<file path="src/rtl/mem_arb_pkg.sv">
// Shared types and constants for the pipeline memory arbiter.
package mem_arb_pkg;

    typedef enum logic [1:0] {
        IDLE = 2'd0,
        REQ  = 2'd1,
        WAIT = 2'd2,
        RESP = 2'd3
    } arb_state_e;

    typedef enum logic [1:0] {
        OWN_NONE = 2'd0,
        OWN_IF   = 2'd1,
        OWN_D    = 2'd2
    } arb_owner_e;

    localparam logic [1:0] SZ_BYTE = 2'b00;
    localparam logic [1:0] SZ_HALF = 2'b01;
    localparam logic [1:0] SZ_WORD = 2'b10;

endpackage

</file>
<file path="src/rtl/mem_arb_timeout.sv">
// Transaction watchdog: counts cycles while enabled, flags the last allowed cycle.
module mem_arb_timeout #(
    parameter int unsigned TIMEOUT = 16
) (
    input  logic clk_i,
    input  logic rst_i,
    input  logic clr_i,
    input  logic en_i,
    output logic expired_o
);

    localparam int unsigned W = (TIMEOUT > 2) ? $clog2(TIMEOUT) : 1;
    localparam logic [W-1:0] LIMIT = W'(TIMEOUT - 1);

    logic [W-1:0] cnt_q;
    logic [W-1:0] cnt_d;

    // Next count: clear wins, otherwise count up and hold at the limit.
    always_comb begin
        cnt_d = cnt_q;
        if (clr_i) begin
            cnt_d = '0;
        end else if (en_i && (cnt_q != LIMIT)) begin
            cnt_d = cnt_q + 1'b1;
        end
    end

    // Counter register.
    always_ff @(posedge clk_i) begin
        if (rst_i) begin
            cnt_q <= '0;
        end else begin
            cnt_q <= cnt_d;
        end
    end

    assign expired_o = (cnt_q == LIMIT);

endmodule

</file>
<file path="src/rtl/pipe_mem_arbiter.sv">
// Arbitrates one single-ported memory between instruction fetch and the MEM stage.
module pipe_mem_arbiter
    import mem_arb_pkg::*;
#(
    parameter int unsigned TIMEOUT    = 16,
    parameter logic [1:0]  FETCH_SIZE = SZ_WORD
) (
    input  logic        CLK,
    input  logic        RST,
    input  logic        PIPE_ADV,
    input  logic        IF_REQ,
    input  logic [31:0] IF_ADDR,
    output logic [31:0] IF_RDATA,
    output logic        IF_READY,
    output logic        STALL_IF,
    input  logic        D_RD,
    input  logic        D_WR,
    input  logic [31:0] D_ADDR,
    input  logic [31:0] D_WDATA,
    input  logic [1:0]  D_SIZE,
    input  logic        D_SIGN,
    output logic [31:0] D_RDATA,
    output logic        D_READY,
    output logic        STALL_D,
    output logic        M_REQ,
    output logic        M_WE,
    output logic [31:0] M_ADDR,
    output logic [31:0] M_WDATA,
    output logic [1:0]  M_SIZE,
    output logic        M_SIGN,
    input  logic        M_ACK,
    input  logic        M_RVALID,
    input  logic [31:0] M_RDATA,
    output logic        ERR
);

    arb_state_e  state_q, state_d;
    arb_owner_e  owner_q, owner_d;
    logic        m_we_q, m_we_d;
    logic [31:0] m_addr_q, m_addr_d;
    logic [31:0] m_wdata_q, m_wdata_d;
    logic [1:0]  m_size_q, m_size_d;
    logic        m_sign_q, m_sign_d;
    logic        if_served_q, if_served_d;
    logic        d_served_q, d_served_d;
    logic [31:0] if_rdata_q, if_rdata_d;
    logic [31:0] d_rdata_q, d_rdata_d;
    logic        err_q, err_d;
    logic        busy;
    logic        expired;
    logic        d_pend;

    assign busy   = (state_q == REQ) || (state_q == WAIT);
    assign d_pend = (D_RD || D_WR) && !d_served_q;

    mem_arb_timeout #(
        .TIMEOUT (TIMEOUT)
    ) u_timeout (
        .clk_i     (CLK),
        .rst_i     (RST),
        .clr_i     (!busy),
        .en_i      (busy),
        .expired_o (expired)
    );

    // Next-state, request latching, read capture and served-flag bookkeeping.
    always_comb begin
        state_d     = state_q;
        owner_d     = owner_q;
        m_we_d      = m_we_q;
        m_addr_d    = m_addr_q;
        m_wdata_d   = m_wdata_q;
        m_size_d    = m_size_q;
        m_sign_d    = m_sign_q;
        if_served_d = if_served_q;
        d_served_d  = d_served_q;
        if_rdata_d  = if_rdata_q;
        d_rdata_d   = d_rdata_q;
        err_d       = err_q;

        case (state_q)
            IDLE: begin
                if (d_pend) begin
                    owner_d   = OWN_D;
                    m_we_d    = D_WR;
                    m_addr_d  = D_ADDR;
                    m_wdata_d = D_WDATA;
                    m_size_d  = D_SIZE;
                    m_sign_d  = D_SIGN;
                    state_d   = REQ;
                end else if (IF_REQ && !if_served_q) begin
                    owner_d  = OWN_IF;
                    m_we_d   = 1'b0;
                    m_addr_d = IF_ADDR;
                    m_size_d = FETCH_SIZE;
                    m_sign_d = 1'b0;
                    state_d  = REQ;
                end
            end
            REQ, WAIT: begin
                if ((state_q == REQ) && M_ACK) begin
                    state_d = m_we_q ? RESP : WAIT;
                end else if ((state_q == WAIT) && M_RVALID) begin
                    if (owner_q == OWN_D) d_rdata_d  = M_RDATA;
                    else                  if_rdata_d = M_RDATA;
                    state_d = RESP;
                end else if (expired) begin
                    err_d = 1'b1;
                    if (owner_q == OWN_D) d_rdata_d  = '0;
                    else                  if_rdata_d = '0;
                    state_d = RESP;
                end
            end
            RESP: begin
                if (owner_q == OWN_D) d_served_d  = 1'b1;
                else                  if_served_d = 1'b1;
                owner_d = OWN_NONE;
                state_d = IDLE;
            end
            default: state_d = IDLE;
        endcase

        // A pipeline advance clears both flags, even over a same-cycle completion.
        if (PIPE_ADV) begin
            if_served_d = 1'b0;
            d_served_d  = 1'b0;
        end
    end

    // State and datapath registers.
    always_ff @(posedge CLK) begin
        if (RST) begin
            state_q     <= IDLE;
            owner_q     <= OWN_NONE;
            m_we_q      <= 1'b0;
            m_addr_q    <= '0;
            m_wdata_q   <= '0;
            m_size_q    <= '0;
            m_sign_q    <= 1'b0;
            if_served_q <= 1'b0;
            d_served_q  <= 1'b0;
            if_rdata_q  <= '0;
            d_rdata_q   <= '0;
            err_q       <= 1'b0;
        end else begin
            state_q     <= state_d;
            owner_q     <= owner_d;
            m_we_q      <= m_we_d;
            m_addr_q    <= m_addr_d;
            m_wdata_q   <= m_wdata_d;
            m_size_q    <= m_size_d;
            m_sign_q    <= m_sign_d;
            if_served_q <= if_served_d;
            d_served_q  <= d_served_d;
            if_rdata_q  <= if_rdata_d;
            d_rdata_q   <= d_rdata_d;
            err_q       <= err_d;
        end
    end

    assign M_REQ    = (state_q == REQ);
    assign M_WE     = m_we_q;
    assign M_ADDR   = m_addr_q;
    assign M_WDATA  = m_wdata_q;
    assign M_SIZE   = m_size_q;
    assign M_SIGN   = m_sign_q;
    assign IF_RDATA = if_rdata_q;
    assign D_RDATA  = d_rdata_q;
    assign IF_READY = if_served_q;
    assign D_READY  = d_served_q;
    assign ERR      = err_q;
    assign STALL_IF = IF_REQ && !if_served_q;
    assign STALL_D  = (D_RD || D_WR) && !d_served_q;

endmodule

</file>
<file path="config.mk">
export PLATFORM = sky130hd
export DESIGN_NAME = pipe_mem_arbiter
export DESIGN_NICKNAME = d
export VERILOG_FILES = /design/src/rtl/mem_arb_pkg.sv /design/src/rtl/mem_arb_timeout.sv /design/src/rtl/pipe_mem_arbiter.sv
export SDC_FILE = /design/constraint.sdc
export NUM_CORES = 1
export LEC_CHECK = 0
export CAP_MARGIN = 20
export CELL_PAD_IN_SITES_DETAIL_PLACEMENT = 0
export CELL_PAD_IN_SITES_GLOBAL_PLACEMENT = 1
export CORE_AREA = 2 2 117 119
export CTS_CLUSTER_DIAMETER = 60
export DETAILED_ROUTE_END_ITERATION = 10
export DIE_AREA = 0 0 119 121
export DONT_BUFFER_PORTS = 1
export PLACE_DENSITY_LB_ADDON = 0.1
export SLEW_MARGIN = 40
export SYNTH_ARGS = -nofsm -noshare
export SYNTH_HDL_FRONTEND = slang
export SYNTH_SLANG_ARGS = --single-unit
</file>
<file path="constraint.sdc">
create_clock -name CLK -period 2.4 [get_ports CLK]
set_clock_uncertainty 0.1 [all_clocks]
set_input_delay 0.24 -clock CLK [delete_from_list [all_inputs] [get_ports CLK]]
set_output_delay 0.24 -clock CLK [all_outputs]
set_load 0.005 [all_outputs]
</file>
# Yosys cells after proc, flatten, opt, wreduce, memory -nomap -nowiden
# Cells that the tools add are included.
# totals
input_bits,139
reg_bits,143
memories,0
latchBits,0
wordCells,75
mem_bits_rw,0
mem_bits_ro,0
# op_classes
reduce_logical,25
n_div,0
n_addsub,1
n_eq_ne,8
multipliers,0
n_bitwise,4
n_shift,0
n_mux,24
order_cmp,0
# ops
operator,count
32-bit two-way mux,10
2-bit two-way mux,8
2-bit AND reduction,6
4-bit AND reduction,3
4-bit != test (second input constant),2
2-bit == test (second input constant),3
2-bit case mux with 3 select lines,1
2-bit nonzero test,3
2-bit OR reduction,3
1-bit logical AND,5
4-bit by 1-bit adder with 4-bit output (second input constant),1
4-bit == test (second input constant),1
1-bit two-way mux,4
1-bit inverter,4
2-bit case mux with 2 select lines,1
3-bit != test (second input constant),1
2-bit by 1-bit == test with 1-bit output (second input constant),1
1-bit zero test,2
2-bit zero test,1
1-bit logical OR,2

# Logic depth before layout (Yosys ltp)
# Gate-level depths: netlist of run 1.
# depth
ltp_word,5
mapped_depth,7
depth_no_buf,6

# By module
# A second synthesis of run 1 with hierarchy kept.
# unflattened
hier_cells,680
area_unflattened_um2,6037.0
# by_module_without_submodules
mod,instances,area_per_inst_um2,cells_each,seq_area_each_um2
pipe_mem_arbiter,1,5825.6,658,2782.7
mem_arb_timeout,1,211.5,22,80.1

# Least setup slack after synthesis of run 1
# No wires, ideal clock.
# synth_path
kind,register to register
startpoint,register state_q[0]
endpoint,"register d_rdata_q[11], in the netlist D_RDATA[11]"
required_ps,2175
path_stages_with_launch,7
arrival_time_ps,1478
slack_ps,697
path_cell_list,dfxtp_1 -> inv_1 -> ha_1 -> and2_2 -> o2111ai_4 -> clkbuf_1 -> o21ai_0
# synth_between
elab_chain_cells,4
elab_cells_between_ends,9
classes_between,eq/ne (2); mux (1); bitwise (1); reduce/logical (5)
# synth_rtl
element,line,rtl
"start, declared",pipe_mem_arbiter.sv:37,"arb_state_e state_q, state_d;"
"start signal, assigned",pipe_mem_arbiter.sv:146,state_q <= state_d;
2-bit == test / 2-bit by 1-bit == test with 1-bit output (equally long branches),"pipe_mem_arbiter.sv:81, pipe_mem_arbiter.sv:103, pipe_mem_arbiter.sv:101",
1-bit logical AND (on tied branches),"pipe_mem_arbiter.sv:103, pipe_mem_arbiter.sv:101",
2-bit nonzero test (no line) / 1-bit inverter (equally long branches),-,
4-bit AND reduction (no line),-,
"end signal, assigned",pipe_mem_arbiter.sv:156,d_rdata_q <= d_rdata_d;
"end, declared",pipe_mem_arbiter.sv:47,"logic [31:0] d_rdata_q, d_rdata_d;"
# Parallel ways exist; a longest one is shown, timed or not.
# A chain may end at the register's enable or synchronous reset.

# Worst setup path in the final report of run 1
# layout_path
startpoint,register state_q[0]
endpoint,"register m_wdata_q[18], in the netlist M_WDATA[18]"
# layout_between
elab_chain_cells,2
# layout_rtl
element,line,rtl
2-bit zero test,pipe_mem_arbiter.sv:81,case (state_q)
2-bit AND reduction (no line),-,
"end signal, assigned",pipe_mem_arbiter.sv:150,m_wdata_q <= m_wdata_d;
"end, declared",pipe_mem_arbiter.sv:41,"logic [31:0] m_wdata_q, m_wdata_d;"
# No other way between the ends.

==> results.json, run 1 <==
{
  "cp_max_fo": 35,
  "synth-seq-cells": 143,
  "wire_per_inst_um": 17.38,
  "slew_headroom_pct": 68.97,
  "worstMarginPinSlew_ns": 0.4654,
  "leakagePower_nw": 2.915,
  "port_buffers": 0,
  "cp.required_ns": 2.67,
  "netlist_area_sq_mm": 0.005766,
  "post-route-util_pct": 59.52,
  "drc": 0,
  "boundaryPins": 277,
  "seq_area_frac_synth_pct": 49.65,
  "drive_above_1_share_pct": 11.10,
  "antenna_found_initial": 0,
  "drt_iter0_markers": 333,
  "grt_pass1_wl_mm": 25.88,
  "hold_end": "owner_q[0]$_SDFFE_PP0P_",
  "period_needed_ns": 2.210,
  "final_cell_area_sq_mm": 0.007789,
  "drtAntennaViolNets": 0,
  "wl_mm": 16.38,
  "rsz0062_at_grt": "no",
  "finalHoldViolations": 0,
  "status": "finished clean",
  "fin_crit_sh_pct": 92.10,
  "routed_via_density": 5.276,
  "fmaxAchievable_mhz": 452.4,
  "synth_top_area_share_pct": 49.65,
  "cts_setup_buffers": 0,
  "yosys.area.top_type": "dfxtp_1",
  "rr_startpoint": "state_q[0]$_SDFFE_PP0P_",
  "area_growth_syn_to_layout_pct": 35.09,
  "syn_area_per_cell_sq_um": 8.884,
  "yosys.cell_count.top_type": "nand2_1",
  "placed_area_sq_mm": 0.005866,
  "r2r_slack_ns": 0.19,
  "finalSetupTns_ns": 0,
  "groute.usage.overall_pct": 22.69,
  "peakVddDrop_mv": 0.6000,
  "clkSinkCount": 143,
  "max_cap_violations": 0,
  "synthTopCellsByArea": "dfxtp_1, nand2_1, nand3b_1",
  "die_h_um": 121,
  "gp_congestion": 0.7978,
  "setup_viol": 0,
  "rr_worst_depth": 8,
  "vias": 4970,
  "grt_pass1_vias": 5059,
  "htree_levels": 4,
  "fp.coreArea_sq_mm": 0.01309,
  "final_nets": 898,
  "clk_latency_ns": 0.42,
  "finalPower_mw": 7.994,
  "yosysWarningCount": 0,
  "critPathKind": "reg -> reg",
  "n_antenna_cell": 0,
  "async_reset_ff_share_pct": 0,
  "critPathArrivalTime_ns": 2.48,
  "report.final.slew_viol_count": 0,
  "startpoint_type": "register",
  "synth-main-ff-cell": "dfxtp_1",
  "synthTopCellsByCount": "nand2_1, dfxtp_1, nand3b_1, o21ai_0, nor2_1",
  "syn_nets": 794,
  "synth_edf_count": 0,
  "die-area_sq_mm": 0.01440,
  "rr_endpoint": "M_WDATA[18]$_SDFFE_PP0P_",
  "cts-root-buf": "clkbuf_16",
  "cts_tree": "done",
  "hold_path_class": "in -> reg",
  "cts_made_buffers": 17,
  "start_util_pct": 44.06,
  "post_synth_num_cell_types": 40,
  "endpoint_kind": "register",
  "ctsLongestPathBuffers": 2,
  "syn_inst": 649,
  "grt_max_degree": 120,
  "p_per_area_mw_per_mm2": 1026,
  "clkTransAtPathRegs_ns": 0.06,
  "min_from": "IF_REQ",
  "overflow": 0,
  "holdPathStages": 3,
  "num_rows": 42,
  "first_pass_iters": 4,
  "hpwlAfterDp_mm": 10.06,
  "die_x_um": 119
}
## repair_timing
action                                 4_1_cts  5_1_grt
endpoints found under the hold margin      139        0
setup endpoints to repair                    0       34
resized for setup                            0        6
hold buffers                               127        0
## where the power goes
part / internal [mW] / switching [mW]
combinational: 1.08 / 1.18
clock: 1.71 / 0.983
sequential: 2.73 / 0.305
total: 5.53 / 2.47
## how the worst max path moves through the flow
stage / cells past startpoint / startpoint / slack [ns] / endpoint
floorplan: 6 / state_q[0]$_SDFFE_PP0P_ / 0.70 / D_RDATA[11]$_SDFFE_PP0P_
global placement: 6 / state_q[0]$_SDFFE_PP0P_ / 0.61 / IF_RDATA[7]$_SDFFE_PP0P_
detailed placement: 6 / state_q[0]$_SDFFE_PP0P_ / 0.57 / IF_RDATA[1]$_SDFFE_PP0P_
CTS: 7 / state_q[0]$_SDFFE_PP0P_ / 0.09 / M_ADDR[0]$_SDFFE_PP0P_
global route: 8 / state_q[0]$_SDFFE_PP0P_ / 0.02 / M_WDATA[28]$_SDFFE_PP0P_
finish: 8 / state_q[0]$_SDFFE_PP0P_ / 0.19 / M_WDATA[18]$_SDFFE_PP0P_
## state kept, by name, summed over array words and instances, names as in the netlist, 2 cells and up
name and count:
D_RDATA 32, IF_RDATA 32, M_ADDR 32, M_SIZE 2
M_WDATA 32, owner_q 2, state_q 2, u_timeout.cnt_q 4
## critical path, stage by stage, from the launching register on
cell and delay, ns:
dfxtp_1 0.34, inv_1 0.11, ha_2 0.27, inv_1 0.14, nor2_2 0.14, buf_6 0.26, nand2_1 0.10, a21oi_1 0.13
dlygate4sd3_1 0.55
## placed cells by master, fill, tap and decap left out, types with 5 or more instances in the layout
cell and instances:
o21ai_1 11, a21oi_1 37, dlygate4sd3_1 126, a311oi_2 30, nand2_1 162, o21ai_0 56, nor3_1 5, ha_1 5
nand3b_1 65, clkbuf_16 17, dfxtp_1 143, nor2_1 45
## cell type report
type | count | area (sq um)
repair buffers | 137 | 1421
well taps | 176 | 220.2
multi-input cells | 450 | 2661
inverters | 4 | 15.01
flip-flops and latches | 143 | 2863
fillers | 1155 | 5296
clock inverters | 10 | 133.9
clock buffers | 22 | 474.2
## per-stage QoR
stage | cells | setup slack [ns] | hold WS (ns)
2_1_floorplan | 649 | 0.6971 | 0.2193
3_3_place_gp | 783 | 0.6117 | 0.2203
3_5_place_dp | 783 | 0.5714 | 0.2228
4_1_cts | 942 | 0.09361 | 0.02493
5_1_grt | 942 | 0.02210 | 0.05168
6_report | 942 | 0.1895 | 0.05654
## layer usage
layer | part of all wire, % | track usage, %
met1 | 39 | 25.30
met2 | 49 | 38.36
met3 | 9.4 | 9.633
met4 | 2.0 | 8.929
met5 | 0 | 0
## cells by family after synthesis
| kind of cell | count (synthesis) | share of synthesized area, % |
|---|---|---|
| muxes | 3 | 0.5425 |
| and+or+nand+nor | 291 | 23.98 |
| AOI/OAI and AO/OA | 149 | 19.79 |
| DFF | 143 | 49.65 |
| adders and majority gates | 6 | 1.302 |
| buffers and inverters | 56 | 4.579 |
| xor gates and xnor gates | 1 | 0.1519 |
No activity file was read; power rests on OpenSTA's default activity.
==> run 2: changes to the inputs <==
- PLACE_DENSITY: default -> 0.86
- PLACE_DENSITY_LB_ADDON: 0.1 -> default
==> run 2 against run 1 <==
Compared with the run above:
- sequential share of layout area up 0.24 points
- critical endpoint is now M_ADDR[17]$_SDFFE_PP0P_
- highest routed layer unchanged
- clock power down 7.4%
- via count up 2.4%
==> results.json, run 2 (synthesis results as in run 1) <==
{
  "status": "finished clean",
  "pwr-share-clk_pct": 31.8,
  "first_pass_iters": 5,
  "clkSinkCount": 143,
  "antenna_found_initial": 0,
  "finalPower_mw": 7.849,
  "fmaxAchievable_mhz": 438.8,
  "hold_path_class": "in -> reg",
  "vias": 5091,
  "fill_cells": 1065,
  "gp_congestion": 0.7601,
  "seqPwrFrac_pct": 38.8,
  "critPathKind": "reg -> reg",
  "ctsLongestPathBuffers": 2,
  "critPathArrivalTime_ns": 2.53,
  "n_antenna_cell": 0,
  "clk_latency_ns": 0.41,
  "cp.required_ns": 2.65,
  "endpoint_kind": "register",
  "fin_crit_sh_pct": 94.95,
  "report.final.slew_viol_count": 0,
  "drt_iter0_markers": 370,
  "leakagePower_nw": 2.892,
  "grt_max_degree": 118,
  "die_h_um": 121,
  "switchingPower_mw": 2.476,
  "setup_viol": 0,
  "grt_pass1_vias": 5047,
  "cp_max_fo": 33,
  "slew_headroom_pct": 69.63,
  "die-area_sq_mm": 0.01440,
  "r2r_slack_ns": 0.12,
  "clkTransAtPathRegs_ns": 0.06,
  "port_buffers": 0,
  "num_rows": 42,
  "max_cap_violations": 0,
  "htree_levels": 4,
  "area_growth_syn_to_layout_pct": 34.22,
  "wl_mm": 16.65,
  "drc": 0,
  "drtAntennaViolNets": 0,
  "rr_worst_depth": 7,
  "fp.coreArea_sq_mm": 0.01309,
  "p_per_area_mw_per_mm2": 1014,
  "peakVddDrop_mv": 0.6839,
  "cts_setup_buffers": 0,
  "worstMarginPinSlew_ns": 0.4556,
  "post-route-util_pct": 59.14,
  "final_nets": 898,
  "grt_pass1_wl_mm": 25.46,
  "routed_via_density": 5.422,
  "startpoint_type": "register",
  "dpl.cell_count": 780,
  "groute.usage.overall_pct": 22.41,
  "die_x_um": 119,
  "drive_above_1_share_pct": 10.22,
  "holdPathStages": 2,
  "period_needed_ns": 2.279,
  "final_cell_mix": "nand2_1, dfxtp_1, dlygate4sd3_1",
  "wire_per_inst_um": 17.73,
  "boundaryPins": 277,
  "layout.cells.non_filler": 939,
  "finalHoldViolations": 0,
  "start_util_pct": 44.06,
  "overflow": 0,
  "p_int_mw": 5.373,
  "swShare_pct": 31.55,
  "cts_tree": "done",
  "cts-root-buf": "clkbuf_16",
  "hpwlAfterDp_mm": 9.804,
  "cts_made_buffers": 17,
  "layout.cells.most_common": "nand2_1",
  "combinationalPowerShare_pct": 29.3
}
## run 2: path summary, 6_finish.rpt
| path | from | endpoint |
|---|---|---|
| min reg2reg | owner_q[0]$_SDFFE_PP0P_ | owner_q[0]$_SDFFE_PP0P_ |
| min | RST | u_timeout.cnt_q[0]$_SDFFE_PP0P_ |
| max reg2reg | state_q[1]$_SDFFE_PP0P_ | M_ADDR[17]$_SDFFE_PP0P_ |
| max | state_q[1]$_SDFFE_PP0P_ | M_ADDR[17]$_SDFFE_PP0P_ |
## run 2: cell type report
class,instances,area [sq um],area share (%)
multi-input cells,450,2655,34.31
clock buffers,23,467.9,6.047
well taps,176,220.2,2.846
inverters,4,15.01,0.1940
flip-flops and latches,143,2863,36.99
repair buffers,137,1431,18.50
clock inverters,6,86.33,1.116
## run 2: layer usage
layer,track usage [%],up-vias,wire [um]
li1,-,2437,-
met1,23.99,2362,6395
met2,38.90,267,8255
met3,9.305,25,1642
met4,9.524,0,354
met5,0,-,0
## run 2: critical path, stage by stage, from the launching register on
cell and delay (ns):
dfxtp_1 0.34, inv_1 0.13, ha_2 0.28, o21a_2 0.24, buf_12 0.20, nor2_1 0.08, a311oi_2 0.25, dlygate4sd3_1 0.59
## run 2: through the flow
stage,setup WS [ns],cell area [sq um],setup TNS [ns],hold WS (ns)
floorplan,0.6971,5766,0,0.2193
global placement,0.5808,5831,0,0.2192
detailed placement,0.5186,5831,0,0.2206
CTS,0.03510,7684,0,0.001890
global route,-0.01066,7739,-0.01066,0.04762
finish,0.1211,7739,0,0.02731
## run 2: power groups by stage
stage | Combinational [mW] | Clock, mW | Sequential (mW)
5_1_grt | 2.52 | 2.66 | 3.09
3_5_place_dp | 1.66 | 0 | 3.09
6_report | 2.30 | 2.50 | 3.05
4_1_cts | 2.14 | 2.54 | 3.05
3_3_place_gp | 1.57 | 0 | 3.08
2_1_floorplan | 1.47 | 0 | 2.99
## run 2: timing repair
action / in CTS / in global routing
hold endpoints to repair: 139 / 1
setup endpoints to repair: 0 / 44
gates resized for setup: 0 / 5
hold buffers: 128 / 1
==> run 3: changes to the inputs <==
- BUFFER_PORTS_ARGS: default -> -buffer_cell sky130_fd_sc_hd__clkbuf_2
- CORE_AREA: 2 2 117 119 -> 2 2 136 138
- DIE_AREA: 0 0 119 121 -> 0 0 138 140
- DONT_BUFFER_PORTS: 1 -> default
- PLACE_DENSITY: 0.86 -> 0.88
==> run 3 against run 2 <==
Compared with the run above:
- fmax grew 1.3%
- die area grew 34%
- flip-flop and latch count is the same
- design area grew 17%
- critical path depth shrank 1
- worst setup slack gained 0.030 ns
- worst hold slack lost 0.014 ns
- critical endpoint is now M_ADDR[1]$_SDFFE_PP0P_
==> results.json, run 3 (synthesis results as in run 1) <==
{
  "status": "finished clean",
  "ctsLongestPathBuffers": 2,
  "wl_mm": 18.82,
  "die_x_um": 138,
  "grt_pass1_vias": 5968,
  "setup_ws_ns": 0.1507,
  "fmaxAchievable_mhz": 444.6,
  "ctsResizeCount": 0,
  "port_buffers": 276,
  "rr_endpoint": "M_ADDR[1]$_SDFFE_PP0P_",
  "layout.cells.most_common": "clkbuf_2",
  "finalPower_mw": 7.913,
  "wire_per_inst_um": 14.86,
  "vias": 6017,
  "drc": 0,
  "seqPwrFrac_pct": 37.0,
  "die-area_sq_mm": 0.01932,
  "fin_crit_sh_pct": 93.72,
  "setup_viol": 0,
  "cts_tree": "done",
  "num_rows": 49,
  "cts_made_buffers": 17,
  "clkSinkCount": 143,
  "start_util_pct": 32.43,
  "pwr-share-clk_pct": 31.4,
  "critPathArrivalTime_ns": 2.51,
  "holdPathStages": 3,
  "r2r_slack_ns": 0.15,
  "routed_via_density": 4.753,
  "finalHoldViolations": 0,
  "drive_above_1_share_pct": 35.23,
  "overflow": 0,
  "antenna_found_initial": 0,
  "cp.required_ns": 2.66,
  "htree_levels": 4,
  "cp_max_fo": 13,
  "switchingPower_mw": 2.713,
  "slew_headroom_pct": 71.84,
  "worstSetupEndpoint": "M_ADDR[1]$_SDFFE_PP0P_",
  "final_cell_mix": "clkbuf_2, nand2_1, dfxtp_1",
  "clk_latency_ns": 0.41,
  "drt_iter0_markers": 265,
  "gp_congestion": 0.7833,
  "critical_path.startpoint": "state_q[1]$_SDFFE_PP0P_",
  "groute.usage.overall_pct": 19.07,
  "peakVddDrop_mv": 0.4684,
  "rr_startpoint": "state_q[1]$_SDFFE_PP0P_",
  "drtAntennaViolNets": 0,
  "area_growth_syn_to_layout_pct": 57.53,
  "startpoint_type": "register",
  "rsz0062_at_grt": "no",
  "post-place-ws_ns": 0.5070,
  "grt_pass1_wl_mm": 30.15,
  "grt_max_degree": 69,
  "rr_worst_depth": 6,
  "die_h_um": 140,
  "clkTransAtPathRegs_ns": 0.06,
  "leakagePower_nw": 3.974,
  "swShare_pct": 34.28,
  "fp.coreArea_sq_mm": 0.01778,
  "max_cap_violations": 0,
  "p_int_mw": 5.200,
  "combinationalPowerShare_pct": 31.6,
  "cts-root-buf": "clkbuf_16",
  "finalSetupTns_ns": 0,
  "first_pass_iters": 5,
  "critPathKind": "reg -> reg",
  "worstMarginPinSlew_ns": 0.4224,
  "endpoint_kind": "register",
  "p_per_area_mw_per_mm2": 871.3,
  "hpwlAfterDp_mm": 11.74,
  "final_nets": 1168,
  "hold_path_class": "in -> reg",
  "post-route-util_pct": 51.08,
  "period_needed_ns": 2.249,
  "report.final.slew_viol_count": 0,
  "boundaryPins": 277
}
==> run 3: changes by cell type in the layout (fill, tap and decap cells not counted), moves of 4 or more <==
cell	previous run	this run
inv_6	0	5
clkbuf_1	4	0
buf_4	3	10
clkbuf_2	0	275
dlygate4sd3_1	128	117
==> run 3: metrics by stage <==
stage / instance area [sq um] / instances / hold slack (ns)
final: 9082 / 1266 / 0.01297
after detailed placement: 7358 / 1116 / 0.3424
after floorplan: 5766 / 649 / 0.2193
after global placement: 7358 / 1116 / 0.3386
after CTS: 9080 / 1265 / 0.00001993
after global routing: 9080 / 1265 / 0.005773
==> run 3: worst max-delay path, cell delays in order, from the launching register on <==
cell           delay, ns
dfxtp_1             0.34
inv_1               0.10
ha_1                0.30
o21a_2              0.44
nor2_1              0.09
a311oi_2            0.23
dlygate4sd3_1       0.58
==> run 3: timing repair <==
| item | 4_1_cts | 5_1_grt |
|---|---|---|
| hold endpoints to repair | 114 | 0 |
| hold buffers | 117 | 0 |
| buffers inserted | 0 | 0 |
==> run 3: layout make-up <==
type | count | area [sq um]
Antenna cell | 1 | 2.502
Clock inverter | 15 | 125.1
Tap cell | 229 | 286.5
Clock buffer | 17 | 425.4
Multi-Input combinational cell | 450 | 2643
Timing Repair Buffer | 407 | 2723
Fill cell | 1680 | 8697
Sequential cell | 143 | 2863
Inverter | 4 | 15.01
==> run 3: power groups by stage <==
stage	Combinational, mW	Clock (mW)	Sequential (mW)
4_1_cts	2.50	2.56	2.92
3_5_place_dp	2.33	0	2.97
2_1_floorplan	1.47	0	2.99
6_report	2.50	2.49	2.93
3_3_place_gp	2.31	0	2.96
5_1_grt	2.76	2.68	2.97
==> run 3: worst min-delay path by stage <==
stage | startpoint | endpoint | slack, ns
after floorplan | PIPE_ADV | D_READY$_SDFFE_PP0P_ | 0.22
after global placement | PIPE_ADV | D_READY$_SDFFE_PP0P_ | 0.34
after detailed placement | PIPE_ADV | IF_READY$_SDFFE_PP0P_ | 0.34
after CTS | M_RDATA[30] | D_RDATA[30]$_SDFFE_PP0P_ | 0.00002
after global routing | D_ADDR[9] | M_ADDR[9]$_SDFFE_PP0P_ | 0.006
final | D_SIZE[1] | M_SIZE[1]$_SDFFE_PP0P_ | 0.01
==> run 3: routing by layer <==
layer	share of wire, %	vias up	track usage [%]
met1	43	2766	23.30
met2	48	238	31.71
li1	-	2983	-
met4	2.4	0	7.626
met3	6.6	30	5.573
met5	0	-	0
